### config.mk
export PLATFORM = sky130hd
export DESIGN_NAME = ssb_sync_supervisor
export DESIGN_NICKNAME = d
export VERILOG_FILES = /design/src/rtl/ssb_sync_supervisor.sv
export SDC_FILE = /design/constraint.sdc
export NUM_CORES = 1
export LEC_CHECK = 0
export ABC_AREA = 1
export CORE_UTILIZATION = 45
export CTS_CLUSTER_SIZE = 30
export DETAILED_ROUTE_END_ITERATION = 8
export PLACE_DENSITY = 0.67
export SETUP_SLACK_MARGIN = 0.15
export SYNTH_ARGS = -nofsm -noshare
export SYNTH_HDL_FRONTEND = slang
export SYNTH_SLANG_ARGS = --single-unit
### constraint.sdc
create_clock -name clk_i -period 2.9 [get_ports clk_i]
set_input_delay 0.29 -clock clk_i [delete_from_list [all_inputs] [get_ports clk_i]]
set_output_delay 0.29 -clock clk_i [all_outputs]
set_load 0.03 [all_outputs]
### src/rtl/ssb_sync_supervisor.sv
`default_nettype none
// ============================================================================
// Module   : ssb_sync_supervisor
// Purpose  : SSB lock supervisor. It sequences the PSS detector between
//            search-all and track-one modes, and it declares or drops lock
//            from the timing of detections against the SSB period window.
//            It also integrates relative CFO estimates into an absolute DDS
//            phase increment.
// Options  : SSB_SYNC_SUPERVISOR_STATS_EN adds saturating statistics
//            outputs: detections, misses and lock losses.
// Revision : 1.0 - initial release
// ============================================================================
module ssb_sync_supervisor #(
   parameter int SSB_PERIOD  = 76800,
   parameter int WINDOW_TOL  = 16,
   parameter int CONFIRM_CNT = 2,
   parameter int MAX_MISS    = 3,
   parameter int CFO_DW      = 20
) (
   input  logic              clk_i,
   input  logic              reset_ni,
   input  logic              enable_i,
   input  logic              sample_valid_i,
   input  logic              N_id_2_valid_i,
   input  logic [1:0]        N_id_2_i,
   input  logic              CFO_valid_i,
   input  logic [CFO_DW-1:0] CFO_DDS_inc_i,
   output logic [1:0]        PSS_detector_mode_o,
   output logic [1:0]        requested_N_id_2_o,
   output logic [CFO_DW-1:0] CFO_DDS_inc_f_o,
   output logic              locked_o,
   output logic              lost_o,
   output logic [1:0]        state_o
`ifdef SSB_SYNC_SUPERVISOR_STATS_EN
   ,
   output logic [15:0]       det_count_o,
   output logic [15:0]       miss_count_total_o,
   output logic [7:0]        lost_count_o
`endif
);

   localparam int c_cnt_w  = $clog2(SSB_PERIOD + WINDOW_TOL + 1);
   localparam int c_hit_w  = $clog2(CONFIRM_CNT + 1);
   localparam int c_miss_w = $clog2(MAX_MISS + 1);

   localparam logic [c_cnt_w-1:0]  c_cnt_max  = c_cnt_w'(SSB_PERIOD + WINDOW_TOL);
   localparam logic [c_cnt_w-1:0]  c_win_lo   = c_cnt_w'(SSB_PERIOD - WINDOW_TOL);
   localparam logic [c_cnt_w-1:0]  c_tol      = c_cnt_w'(WINDOW_TOL);
   localparam logic [c_hit_w-1:0]  c_hit_last = c_hit_w'(CONFIRM_CNT - 1);
   localparam logic [c_miss_w-1:0] c_miss_last = c_miss_w'(MAX_MISS - 1);

   localparam logic [CFO_DW-1:0] c_cfo_max = {1'b0, {(CFO_DW-1){1'b1}}};
   localparam logic [CFO_DW-1:0] c_cfo_min = {1'b1, {(CFO_DW-1){1'b0}}};

   localparam logic [1:0] c_st_idle   = 2'd0;
   localparam logic [1:0] c_st_search = 2'd1;
   localparam logic [1:0] c_st_cand   = 2'd2;
   localparam logic [1:0] c_st_locked = 2'd3;

   logic [1:0]          r_state;
   logic [1:0]          w_state_nxt;
   logic [c_cnt_w-1:0]  r_cnt;
   logic [c_hit_w-1:0]  r_hit_cnt;
   logic [c_miss_w-1:0] r_miss_cnt;
   logic [1:0]          r_req;
   logic [CFO_DW-1:0]   r_cfo_acc;
   logic [1:0]          r_mode;
   logic                r_locked;
   logic                r_lost;
   logic [1:0]          w_mode_nxt;
   logic                w_locked_nxt;
   logic                w_lost_nxt;

   logic w_det_valid, w_det_match, w_in_win, w_timeout;
   logic w_srch_hit, w_cand_hit, w_lock_hit, w_lock_miss;
   logic [CFO_DW:0]   w_cfo_diff;
   logic [CFO_DW-1:0] w_cfo_sat;

   // N_id_2 = 3 is not a real cell identity, so such pulses never count
   assign w_det_valid = N_id_2_valid_i && (N_id_2_i != 2'd3);
   assign w_det_match = w_det_valid && (N_id_2_i == r_req);
   assign w_in_win    = (r_cnt >= c_win_lo);
   assign w_timeout   = (r_cnt == c_cnt_max);

   assign w_srch_hit  = (r_state == c_st_search) && w_det_valid;
   assign w_cand_hit  = (r_state == c_st_cand)   && w_det_match && w_in_win;
   assign w_lock_hit  = (r_state == c_st_locked) && w_det_match && w_in_win;
   // A detection landing on the timeout sample wins over the miss
   assign w_lock_miss = (r_state == c_st_locked) && w_timeout && !w_lock_hit;

   // CFO corrections are subtracted at one extra bit, then clamped
   assign w_cfo_diff = {r_cfo_acc[CFO_DW-1], r_cfo_acc}
                     - {CFO_DDS_inc_i[CFO_DW-1], CFO_DDS_inc_i};
   assign w_cfo_sat  = (w_cfo_diff[CFO_DW] != w_cfo_diff[CFO_DW-1])
                     ? (w_cfo_diff[CFO_DW] ? c_cfo_min : c_cfo_max)
                     : w_cfo_diff[CFO_DW-1:0];

   // State register
   always_ff @(posedge clk_i or negedge reset_ni) begin
      if (!reset_ni) r_state <= c_st_idle;
      else           r_state <= w_state_nxt;
   end

   // Next-state decision; disable overrides every other condition
   always_comb begin
      w_state_nxt = r_state;
      if (!enable_i) begin
         w_state_nxt = c_st_idle;
      end else begin
         case (r_state)
            c_st_idle:   w_state_nxt = c_st_search;
            c_st_search: if (w_det_valid) w_state_nxt = c_st_cand;
            c_st_cand: begin
               if (w_det_valid && !w_det_match) begin
                  w_state_nxt = c_st_search;
               end else if (w_cand_hit) begin
                  if (r_hit_cnt == c_hit_last) w_state_nxt = c_st_locked;
               end else if (w_timeout) begin
                  w_state_nxt = c_st_search;
               end
            end
            default: begin
               if (w_lock_miss && (r_miss_cnt == c_miss_last)) w_state_nxt = c_st_search;
            end
         endcase
      end
   end

   // Output decode from the upcoming state so outputs track it with one cycle latency
   always_comb begin
      w_mode_nxt = 2'd1;
      case (w_state_nxt)
         c_st_idle:   w_mode_nxt = 2'd2;
         c_st_search: w_mode_nxt = 2'd0;
         default:     w_mode_nxt = 2'd1;
      endcase
      w_locked_nxt = (w_state_nxt == c_st_locked);
      w_lost_nxt   = (r_state == c_st_locked) && (w_state_nxt != c_st_locked);
   end

   // Output registers
   always_ff @(posedge clk_i or negedge reset_ni) begin
      if (!reset_ni) begin
         r_mode   <= 2'd2;
         r_locked <= 1'b0;
         r_lost   <= 1'b0;
      end else begin
         r_mode   <= w_mode_nxt;
         r_locked <= w_locked_nxt;
         r_lost   <= w_lost_nxt;
      end
   end

   // Sample counter, hit/miss counters, tracked identity and CFO accumulator
   always_ff @(posedge clk_i or negedge reset_ni) begin
      if (!reset_ni) begin
         r_cnt      <= '0;
         r_hit_cnt  <= '0;
         r_miss_cnt <= '0;
         r_req      <= 2'd0;
         r_cfo_acc  <= '0;
      end else begin
         if (!enable_i || (r_state == c_st_idle)) begin
            r_cnt <= '0;
         end else if (w_srch_hit || w_cand_hit || w_lock_hit) begin
            r_cnt <= '0;
         end else if (w_lock_miss) begin
            // Reloading with the tolerance keeps the expected SSB grid free-running
            r_cnt <= c_tol;
         end else if (sample_valid_i && (r_cnt != c_cnt_max)) begin
            r_cnt <= r_cnt + c_cnt_w'(1);
         end

         if (enable_i && w_srch_hit) begin
            r_req     <= N_id_2_i;
            r_hit_cnt <= '0;
         end else if (enable_i && w_cand_hit) begin
            r_hit_cnt <= r_hit_cnt + c_hit_w'(1);
         end

         if (enable_i && ((w_cand_hit && (r_hit_cnt == c_hit_last)) || w_lock_hit)) begin
            r_miss_cnt <= '0;
         end else if (enable_i && w_lock_miss) begin
            r_miss_cnt <= r_miss_cnt + c_miss_w'(1);
         end

         // The pre-transition state decides whether a CFO strobe applies
         if (CFO_valid_i && ((r_state == c_st_cand) || (r_state == c_st_locked))) begin
            r_cfo_acc <= w_cfo_sat;
         end else if ((r_state == c_st_idle) && enable_i) begin
            r_cfo_acc <= '0;
         end
      end
   end

`ifdef SSB_SYNC_SUPERVISOR_STATS_EN
   logic [15:0] r_det_count;
   logic [15:0] r_miss_total;
   logic [7:0]  r_lost_count;

   // Saturating statistics, cleared only by reset
   always_ff @(posedge clk_i or negedge reset_ni) begin
      if (!reset_ni) begin
         r_det_count  <= '0;
         r_miss_total <= '0;
         r_lost_count <= '0;
      end else begin
         if (enable_i && (w_srch_hit || w_cand_hit || w_lock_hit) && (r_det_count != 16'hFFFF))
            r_det_count <= r_det_count + 16'd1;
         if (enable_i && w_lock_miss && (r_miss_total != 16'hFFFF))
            r_miss_total <= r_miss_total + 16'd1;
         if (w_lost_nxt && (r_lost_count != 8'hFF))
            r_lost_count <= r_lost_count + 8'd1;
      end
   end

   assign det_count_o        = r_det_count;
   assign miss_count_total_o = r_miss_total;
   assign lost_count_o       = r_lost_count;
`endif

   assign PSS_detector_mode_o = r_mode;
   assign requested_N_id_2_o  = r_req;
   assign CFO_DDS_inc_f_o     = r_cfo_acc;
   assign locked_o            = r_locked;
   assign lost_o              = r_lost;
   assign state_o             = r_state;

endmodule
`default_nettype wire

== After elaboration in Yosys (flattened, before gate mapping) ==
Cells that the tools add are included.
Word-level totals
  flip-flop bits (word level): 49
  input port bits: 28
  output and inout bits: 28
  word-level logic and storage cells: 82
Cells by class
  $add $sub $neg: 4
  $lt $le $gt $ge: 1
  equal/unequal tests: 13
  muxes and demuxes: 21
  reduce and logical (&&, ||, !) cells: 34
Operator list (number)
  two-way mux 20 bit: 4
  two-way mux 17 bit: 4
  two-way mux 2 bit: 11
  subtractor 20 x 20 -> 21 bit: 1
  logical AND 1 bit: 20
  adder 17 x 1 -> 17 bit, second input constant: 1
  == test 17 bit, second input constant: 1
  greater-or-equal comparator 17 bit, second input constant: 1
  inequality test 17 bit, second input constant: 1
  == test 2 bit, second input constant: 4
  == test 2 x 1 -> 1 bit, second input constant: 3
  one-hot mux 2 bit (3 select lines): 1
  nonzero test 2 bit: 3
  logical OR 1 bit: 5
  adder 2 x 1 -> 2 bit, second input constant: 2
  zero test 2 bit: 2
  inequality test 2 bit, second input constant: 2
  one-hot mux 2 bit (2 select lines): 1
  nonzero test 4 bit: 1
  zero test 1 bit: 3
  == test 2 bit: 1
  inequality test 1 bit: 1

== Logic depth before layout (Yosys ltp) ==
Gate-level depths: netlist (run 1).
  word-level depth: 13
  mapped depth: 17
  gate-level depth less buffers: 17

== Worst setup path after synthesis (run 1) ==
Ideal clock, no wire load.
  kind: register -> register
  start: register r_cfo_acc[0] (netlist: CFO_DDS_inc_f_o[0])
  end: register r_cfo_acc[10] (netlist: CFO_DDS_inc_f_o[10])
  setup time: 0.117 ns
  data arrival time: 2.303 ns
  required time: 2.783 ns
  path slack: 0.480 ns
  stages on the path, launching flop included: 18
  buffers on the path: 1
  clock period less this slack: 2.420 ns
  cell sequence: dfrtp_1 inv_1 ha_1 inv_1 fa_1 nand2_1 nand2_1 o21ai_0 inv_1 nand2_1 nand3_1 nand2_1 nand2_1 nand2_2 buf_4 nand3_1 nand2_1 nand2_1
Between the ends
  longest elaborated chain between the ends: 4
  elaborated cells between the ends (all ways): 5
  classes of those cells: add/sub: 1; eq/ne: 1; mux: 3
Ends and longest elaborated chain
  start, declared: RTL line 66  | logic [CFO_DW-1:0] r_cfo_acc;
  start signal, assigned: RTL line 189  | r_cfo_acc <= w_cfo_sat;
  subtractor 20 x 20 -> 21 bit *: RTL line 93  | - {CFO_DDS_inc_i[CFO_DW-1], CFO_DDS_inc_i};
  two-way mux 20 bit or inequality test 1 bit (tied branches): RTL line 95, 94
  two-way mux 20 bit *: RTL line 95  | ? (w_cfo_diff[CFO_DW] ? c_cfo_min : c_cfo_max)
  two-way mux 20 bit *: RTL line 188  | if (CFO_valid_i && ((r_state == c_st_cand) || (r_state == c_st_locked))) begin
Every way passes the cells marked *; elsewhere a longest branch is shown, timed or not.
A chain may end at the register's enable or synchronous reset.

== Worst setup path after layout (run 1) ==
  start: register r_cfo_acc[0] (netlist: CFO_DDS_inc_f_o[0])
  end: register r_cfo_acc[5] (netlist: CFO_DDS_inc_f_o[5])
The elaborated chain is that of the path after synthesis.

==> run metrics, run 1 <==
Cell Chain, Critical Path=inv_1 > ha_1 > inv_1 > fa_1 > nand2_1 > nand2_1 > o21ai_0 > inv_1 > nand2_1 > nand3_1 > nand2_1 > nand2_1 > nand2_2 > buf_12 > nand3_1 > nand2_1 > nand2_1; Pint=1.42 mW; clock share of power=0.175; P_sw=1.05 mW; DRT iter0 DRCs=172; most common cell after layout, fill and taps aside=nand2_1; Reg-to-Reg Start=CFO_DDS_inc_f_o[0]; largest net degree at the start of global routing=39; Rel. slew slack=0.533; Hold Crit Class=in -> async; syn avg cell area=6.50 um^2; YS warnings=0; period utilization=0.837; CTS tree=done; Post-Place Cell Area=4900 um^2; max-cap viol count=0; share of cells above drive strength 1=0.0553; DRC=0; critical setup path kind=reg -> reg; post-synthesis adder-cell area fraction=0.0767; Crit. End Element=flop; Sum Neg Setup Slack=0 ns; number of library cell types mapped by synthesis=34; PortBufs=55; Wirelength per Cell=12.7 um; final design utilization=0.565; Routed WL=10300 um; initial core utilization=0.472; clock buffer depth=2; maximum VDD drop=251 uV; Vias=4141; clock sink count=49; r2r setup slk=0.47 ns; design area=5000 um^2; cell area after synthesis=4180 um^2; diodes inserted=0; Crit path buffers/inverters=4; Root Buffer=clkbuf_8; Pwr Total=2.46 mW; post-synthesis mux area share=0; die area=9670 um^2; Worst-path clk slew=0.11 ns; flop and latch count out of synthesis=49; Synth-to-Final Area Change=19.8%; Hold Fails Final Rpt=0; first-pass GRT wire length=17800 um; CP arrival=2.62 ns; startpoint types=flop; DPL Wire Length=8070 um; CP top delay family=simple AND/OR/NAND/NOR gates; Max Slew Vio Count=0; CP dominant cell by count=nand2_1; Die Y=98.3 um; outcome=finished, final reports clean; min cycle time layout=2.43 ns; Core Region=8850 um^2; post-synthesis compound-gate area fraction=0.0593; top-level I/O count=56; Synth Net Count=695; Resized Gates After CTS=0; P per Cell Area=492 nW/um^2; cells after synthesis=642; GRT Util Overall=0.226; Die X=98.3 um; Post-DRT Antenna Nets=0; final setup vio count=0; DRT Pass-1 Iters=6; part of the power in registers=0.327; fin worst setup slack=0.474 ns; slowest stage delay, CP=0.43 ns; Comb pwr share=0.498; vias in the first global route=4087; sequential cell area fraction in the yosys report=0.294; FP Rows=34; clk_lat worst skew=0.31 ns; H-tree Lvls=2; RSZ-0062 raised after global routing=no; post-synthesis xor/xnor area fraction=0.0545; critical path fanouts, max=19; Post-Synth Simple-Gate Area=0.421; Leakage=2.58 nW; CTS Buf Count=5; gr ovfl total=0; upper clock frequency limit=0.412 GHz; Worst EP required=3.10 ns; reg2reg path depth=17; slowest CP cell=fa_1; DP Worst Slack=0.182 ns; commonest cells after routing, fill and taps aside=nand2_1 (226), inv_1 (84), nor2_1 (61), nand3_1 (61), clkdlybuf4s50_1 (54); reg2reg end=CFO_DDS_inc_f_o[5]; DR vias/cell=5.09; antenna violations before repair=0; RePlAce Congestion=0.945; sw frac=0.425; Worst-Margin Slew=0.699 ns; main combinational cell family by area after synthesis=simple AND/OR/NAND/NOR gates; skew final=0.0105 ns; final net count=757
[logic make-up after synthesis]
kind of cell | after synthesis
AO/OA/AOI/OAI | 42
XOR/XNOR | 26
adder cells (fa/ha/maj) | 25
buffers and inverters | 98
flip-flops | 49
AND/OR/NAND/NOR | 402
[layout make-up]
cell class,count,area [um^2]
Fill cell,902,3840
Multi-Input combinational cell,495,2550
Sequential cell,49,1230
Timing Repair Buffer,66,668
Inverter,87,329
Tap cell,108,135
Clock buffer,5,68.8
Clock inverter,3,21.3
[layer usage]
layer / global-route usage / vias up / part of all wire
met5: 0 / - / 0
met4: 0.0896 / 0 / 0.030
met3: 0.0329 / 25 / 0.028
met2: 0.417 / 71 / 0.50
met1: 0.261 / 1895 / 0.44
li1: - / 2150 / -
[power by group through the flow]
stage,Sequential [mW],Clock (mW),Combinational (mW)
CTS,0.806,0.446,1.23
detailed placement,0.819,0,1.22
finish,0.805,0.432,1.23
global placement,0.817,0,1.21
floorplan,0.938,0,0.699
global route,0.815,0.474,1.36
[worst reg2reg max path, cell delays in order, from the launching register on]
cell     delay [ns]
dfrtp_1        0.40
inv_1          0.06
ha_1           0.13
inv_1          0.07
fa_1           0.43
nand2_1        0.08
nand2_1        0.05
o21ai_0        0.11
inv_1          0.12
nand2_1        0.12
nand3_1        0.10
nand2_1        0.08
nand2_1        0.11
nand2_2        0.11
buf_12         0.15
nand3_1        0.08
nand2_1        0.06
nand2_1        0.05
[stage by stage]
step                      cells  hold WS [ns]
after floorplan             642      -0.00559
after global placement      804         0.187
after detailed placement    804         0.193
after CTS                   813         0.383
after global routing        813         0.404
final                       813         0.384
[cell usage after synthesis]
cell type / count / share of area
nand2_1: 226 / 0.20
inv_1: 84 / 0.076
nand3_1: 61 / 0.073
nor2_1: 61 / 0.055
dfrtp_1: 48 / 0.29
ha_1: 24 / 0.072
a21oi_1: 20 / 0.024
nor3_1: 16 / 0.019
nand4_1: 15 / 0.022
xnor2_1: 13 / 0.027
xor2_1: 13 / 0.027
o21ai_0: 12 / 0.014
nand3b_1: 7 / 0.013
nand2_2: 6 / 0.0090
o21bai_1: 5 / 0.0090
buf_2: 4 / 0.0048
buf_4: 3 / 0.0054
clkbuf_1: 3 / 0.0027
o21ai_2: 3 / 0.0063
and2_1: 2 / 0.0030
nand3_2: 2 / 0.0048
nor2_8: 2 / 0.0096
a21boi_1: 1 / 0.0018
a21oi_4: 1 / 0.0039
buf_6: 1 / 0.0027
clkinv_1: 1 / 0.00090
dfstp_2: 1 / 0.0063
fa_1: 1 / 0.0048
inv_2: 1 / 0.00090
inv_4: 1 / 0.0015
nand2_4: 1 / 0.0027
nor2_4: 1 / 0.0027
nor3_2: 1 / 0.0024
nor4_1: 1 / 0.0015
[timing repair]
action | in CTS | in global routing
hold endpoints to repair | 11 | 0
setup buffers | 0 | 0
hold buffers | 1 | 0
[worst max-delay path by stage]
stage | depth (start not counted) | slack [ns] | to | from
2_1_floorplan | 17 | 0.48 | CFO_DDS_inc_f_o[10] | CFO_DDS_inc_f_o[0]
3_3_place_gp | 16 | 0.22 | CFO_DDS_inc_f_o[14] | CFO_DDS_inc_i[0]
3_5_place_dp | 17 | 0.18 | CFO_DDS_inc_f_o[6] | CFO_DDS_inc_i[0]
4_1_cts | 17 | 0.48 | CFO_DDS_inc_f_o[6] | CFO_DDS_inc_f_o[0]
5_1_grt | 17 | 0.21 | CFO_DDS_inc_f_o[5] | CFO_DDS_inc_f_o[0]
6_report | 17 | 0.47 | CFO_DDS_inc_f_o[5] | CFO_DDS_inc_f_o[0]
[sequential cells by signal (all words and copies together), names as in the netlist]
register             count
CFO_DDS_inc_f_o         20
PSS_detector_mode_o      2
locked_o                 1
lost_o                   1
r_cnt                   17
r_hit_cnt                2
r_miss_cnt               2
requested_N_id_2_o       2
state_o                  2
Power figures use the tool's default switching activity.
==> inputs of run 2 (changes only) <==
- clock period: 2.9 -> 2.41 ns (I/O delays scaled with it)
==> run metrics, run 2 (synthesis gave the netlist of run 1 again) <==
outcome=finished with violations; violated checks=design-rule violations; DPL Wire Length=8370 um; commonest cells after routing, fill and taps aside=nand2_1 (221), inv_1 (81), nor2_1 (58), nand3_1 (57), buf_4 (57); die area=9670 um^2; DRT iter0 DRCs=192; clk_lat worst skew=0.32 ns; Crit path buffers/inverters=5; max FFs per register=20; antenna violations before repair=0; critical setup path kind=reg -> reg; Crit. End Element=flop; Hold Crit Class=in -> async; min cycle time layout=2.32 ns; Leakage=2.89 nW; H-tree Lvls=2; Die X=98.3 um; Non-Filler Instances=868; Vias=4448; diodes inserted=0; upper clock frequency limit=0.430 GHz; Routed WL=11400 um; slowest stage delay, CP=0.43 ns; vias in the first global route=4318; maximum VDD drop=293 uV; Sum Neg Setup Slack=0 ns; gr ovfl total=0; Worst EP required=2.62 ns; Worst-Margin Slew=0.499 ns; Max Slew Vio Count=0; PortBufs=55; reg2reg end=CFO_DDS_inc_f_o[12]; max-cap viol count=0; Pwr Total=3.49 mW; RSZ-0062 raised after global routing=yes; CTS Buf Count=5; largest net degree at the start of global routing=30; Synth-to-Final Area Change=36.4%; FP Rows=34; r2r setup slk=0.09 ns; reg2reg path depth=18; multi-input logic area=2750 um^2; critical path fanouts, max=5; FF+latch area=1230 um^2; final setup vio count=0; final design utilization=0.644; RePlAce Congestion=0.924; share of cells above drive strength 1=0.166; period utilization=0.964; final net count=812; Worst-path clk slew=0.11 ns; design area=5690 um^2; Core Region=8850 um^2; DRT Pass-1 Iters=9; DR vias/cell=5.12; Cell Chain, Critical Path=inv_2 > ha_4 > inv_2 > fa_2 > nand2_2 > nand2_2 > o21ai_2 > inv_2 > nand2_2 > nand3_2 > nand2_2 > nand2_4 > nand2_4 > buf_6 > clkbuf_16 > nand3_1 > nand2_1 > nand2_1; Wirelength per Cell=13.2 um; CP dominant cell by count=nand2_2; CTS tree=done; clock buffer depth=2; DP Cell Count=851; Die Y=98.3 um; Hold Fails Final Rpt=0; most common cell after layout, fill and taps aside=nand2_1; GRT Util Overall=0.237; CP top delay family=simple AND/OR/NAND/NOR gates; Post-DRT Antenna Nets=0; slowest CP cell=dfrtp_2; initial core utilization=0.472; P per Cell Area=613 nW/um^2; Reg-to-Reg Start=CFO_DDS_inc_f_o[0]; Post-Place Cell Area=5250 um^2; top-level I/O count=56; startpoint types=flop; CP arrival=2.54 ns; Root Buffer=clkbuf_8; Rel. slew slack=0.667; DRC=1; skew final=0.0108 ns; clock sink count=49; first-pass GRT wire length=18600 um; Fill cells=788
## run 2: cell count changes in the layout (fill, tap and decap cells not counted), sizes merged
cell | before | now
inv | 87 | 86
clkinv | 2 | 4
clkinvlp | 1 | 0
clkbuf | 5 | 7
buf | 11 | 64
## run 2: where the power goes
group,internal [mW],leakage (nW),switching (mW)
Clock,0.217,0.0511,0.327
Combinational,0.948,2.17,1.01
Sequential,0.900,0.666,0.0815
Total,2.07,2.89,1.42
## run 2: final cells by class
class                           instances  area share
Clock buffer                            5      0.0121
Clock inverter                          3     0.00593
Inverter                               87      0.0578
Multi-Input combinational cell        495       0.482
Sequential cell                        49       0.216
Tap cell                              108      0.0237
Timing Repair Buffer                  121       0.202
## run 2: how the worst max path moves through the flow
stage / start / to / slack, ns / cells after the start
after global placement: CFO_DDS_inc_i[18] / CFO_DDS_inc_f_o[0] / -0.25 / 12
after global routing: CFO_DDS_inc_f_o[0] / CFO_DDS_inc_f_o[5] / -0.04 / 18
after CTS: CFO_DDS_inc_f_o[0] / CFO_DDS_inc_f_o[6] / 0.13 / 17
final: CFO_DDS_inc_f_o[0] / CFO_DDS_inc_f_o[12] / 0.09 / 18
after floorplan: CFO_DDS_inc_f_o[0] / CFO_DDS_inc_f_o[12] / 0.16 / 16
after detailed placement: CFO_DDS_inc_i[0] / CFO_DDS_inc_f_o[5] / -0.32 / 15
## run 2: repair_timing
action,CTS,global route
hold buffers,1,0
buffers inserted,3,2
resized for setup,7,28
endpoints found under the hold margin,19,0
cloned,1,2
setup endpoints to repair,19,19
pin swaps,2,9
## run 2: per-layer routing
metal  routed length [um]  GRT usage  vias to the layer above
met3                  526     0.0279                       29
met1                 4660      0.265                     2037
met4                  286     0.0804                        0
met5                    0          0                        -
met2                 5950      0.458                      114
li1                     -          -                     2268
## run 2: metrics by stage
stage / worst slack (ns) / hold WS (ns)
floorplan: 0.165 / -0.0546
global placement: -0.251 / 0.226
detailed placement: -0.322 / 0.237
CTS: 0.133 / 0.417
global route: -0.0369 / 0.461
finish: 0.0861 / 0.409
## run 2: worst reg2reg max path, cell delays in order (launching register included)
cell,delay (ns)
dfrtp_2,0.43
inv_2,0.07
ha_4,0.12
inv_2,0.04
fa_2,0.39
nand2_2,0.07
nand2_2,0.05
o21ai_2,0.08
inv_2,0.07
nand2_2,0.09
nand3_2,0.10
nand2_2,0.10
nand2_4,0.07
nand2_4,0.10
buf_6,0.12
clkbuf_16,0.14
nand3_1,0.06
nand2_1,0.06
nand2_1,0.04
==> inputs of run 3 (changes only) <==
- GPL_ROUTABILITY_DRIVEN: default -> 0
==> run metrics, run 3 (synthesis gave the netlist of run 1 again) <==
outcome=finished with violations; violated checks=design-rule violations; Crit path buffers/inverters=5; CP top delay family=simple AND/OR/NAND/NOR gates; DPL Wire Length=8440 um; Synth-to-Final Area Change=48.6%; antenna violations before repair=0; DR vias/cell=5.26; Core Region=8850 um^2; slowest stage delay, CP=0.43 ns; r2r setup slk=0.09 ns; Post-DRT Antenna Nets=0; critical path fanouts, max=9; Sum Neg Setup Slack=0 ns; largest net degree at the start of global routing=26; final setup vio count=0; Root Buffer=clkbuf_8; Worst EP required=2.66 ns; FP Rows=34; vias in the first global route=4481; Crit. End Element=flop; Setup crit end=CFO_DDS_inc_f_o[5]; final net count=834; Rel. slew slack=0.600; min cycle time layout=2.32 ns; Routed WL=12800 um; Die X=98.3 um; commonest cells after routing, fill and taps aside=nand2_1 (212), inv_1 (78), buf_4 (73), nor2_1 (56), clkdlybuf4s50_1 (53); H-tree Lvls=2; Reg-to-Reg Start=CFO_DDS_inc_f_o[0]; Critical Path Stages=17; sw frac=0.404; Non-Filler Instances=890; GRT Util Overall=0.248; Wirelength per Cell=14.3 um; reg2reg path depth=17; origin of the worst setup path=CFO_DDS_inc_f_o[0]; Worst-path clk slew=0.10 ns; Hold Slack=0.456 ns; max FFs per register=20; clock share of power=0.157; diodes inserted=0; top-level I/O count=56; clock sink count=49; Worst-Margin Slew=0.600 ns; first-pass GRT wire length=19500 um; Pint=2.39 mW; gr ovfl total=0; final design utilization=0.701; Hold Fails Final Rpt=0; most common cell after layout, fill and taps aside=nand2_1; clock buffer depth=2; Vias=4682; CP arrival=2.57 ns; P_sw=1.62 mW; Post-Place Cell Area=5250 um^2; DRT iter0 DRCs=222; critical setup path kind=reg -> reg; DRC=3; Cell Chain, Critical Path=inv_2 > ha_4 > inv_2 > fa_2 > nand2_1 > nand2_1 > o21ai_2 > inv_2 > nand2_2 > nand3_2 > nand2_2 > nand2_4 > buf_6 > a21oi_4 > buf_6 > nand2_2 > nand2_1; skew final=0.00685 ns; CTS Buf Count=5; CTS tree=done; max-cap viol count=0; design area=6200 um^2; DP Worst Slack=-0.336 ns; reg2reg end=CFO_DDS_inc_f_o[5]; Comb pwr share=0.595; P per Cell Area=646 nW/um^2; upper clock frequency limit=0.430 GHz; Hold Crit Class=in -> async; slowest CP cell=dfrtp_2; DRT Pass-1 Iters=7; die area=9670 um^2; startpoint types=flop; part of the power in registers=0.247; Die Y=98.3 um; initial core utilization=0.472; RSZ-0062 raised after global routing=yes; Max Slew Vio Count=0; PortBufs=55; DP Cell Count=851; share of cells above drive strength 1=0.243; clk_lat worst skew=0.31 ns; maximum VDD drop=316 uV; fin worst setup slack=0.0870 ns; Leakage=3.10 nW; Pwr Total=4.01 mW; period utilization=0.964
run 3: cell count changes in the layout (fill, tap and decap cells not counted), sizes merged:
cell           change
dlymetal6s2s       +1
inv                +2
bufinv             +1
clkinv             -3
buf               +22
clkdlybuf4s50      -1
run 3: cell type report:
type                    instances  area [um^2]
clock buffers                   5         68.8
clock inverters                 3         47.5
fillers                       704         2640
inverters                      87          329
multi-input cells             495         3050
flip-flops and latches         49         1230
well taps                     108          135
repair buffers                143         1350
run 3: worst min-delay path by stage:
stage                         from            endpoint  slack [ns]
after global placement    reset_ni  CFO_DDS_inc_f_o[2]        0.27
after CTS                 reset_ni  CFO_DDS_inc_f_o[6]        0.48
after floorplan           reset_ni  CFO_DDS_inc_f_o[0]       -0.05
after global routing      reset_ni  CFO_DDS_inc_f_o[6]        0.50
final                     reset_ni  CFO_DDS_inc_f_o[0]        0.46
after detailed placement  reset_ni  CFO_DDS_inc_f_o[4]        0.29
run 3: power groups by stage:
stage	clock network (mW)	registers (mW)	logic, mW
4_1_cts	0.660	0.989	1.93
5_1_grt	0.677	1.00	2.56
3_5_place_dp	0	0.987	1.70
3_3_place_gp	0	0.984	1.67
6_report	0.631	0.991	2.39
2_1_floorplan	0	1.13	0.854
run 3: timing repair:
action,CTS,global route
cloned,2,4
pin swaps,2,51
setup endpoints to repair,19,22
endpoints found under the hold margin,23,0
hold buffers,1,0
setup buffers,9,15
gates resized for setup,31,67
run 3: worst register-to-register path, cell delays in order, from the launching register on:
cell and delay [ns]:
dfrtp_2 0.43, inv_2 0.07, ha_4 0.12, inv_2 0.04, fa_2 0.34, nand2_1 0.08
nand2_1 0.07, o21ai_2 0.09, inv_2 0.07, nand2_2 0.10, nand3_2 0.09, nand2_2 0.09
nand2_4 0.07, buf_6 0.12, a21oi_4 0.18, buf_6 0.18, nand2_2 0.06, nand2_1 0.07
run 3: layer usage:
layer  track usage  vias to the layer above  share of wire
met5             0                        -              0
met2         0.472                      131           0.52
met3        0.0372                       41          0.046
met1         0.275                     2196           0.39
met4        0.0999                        0          0.038
li1              -                     2314              -
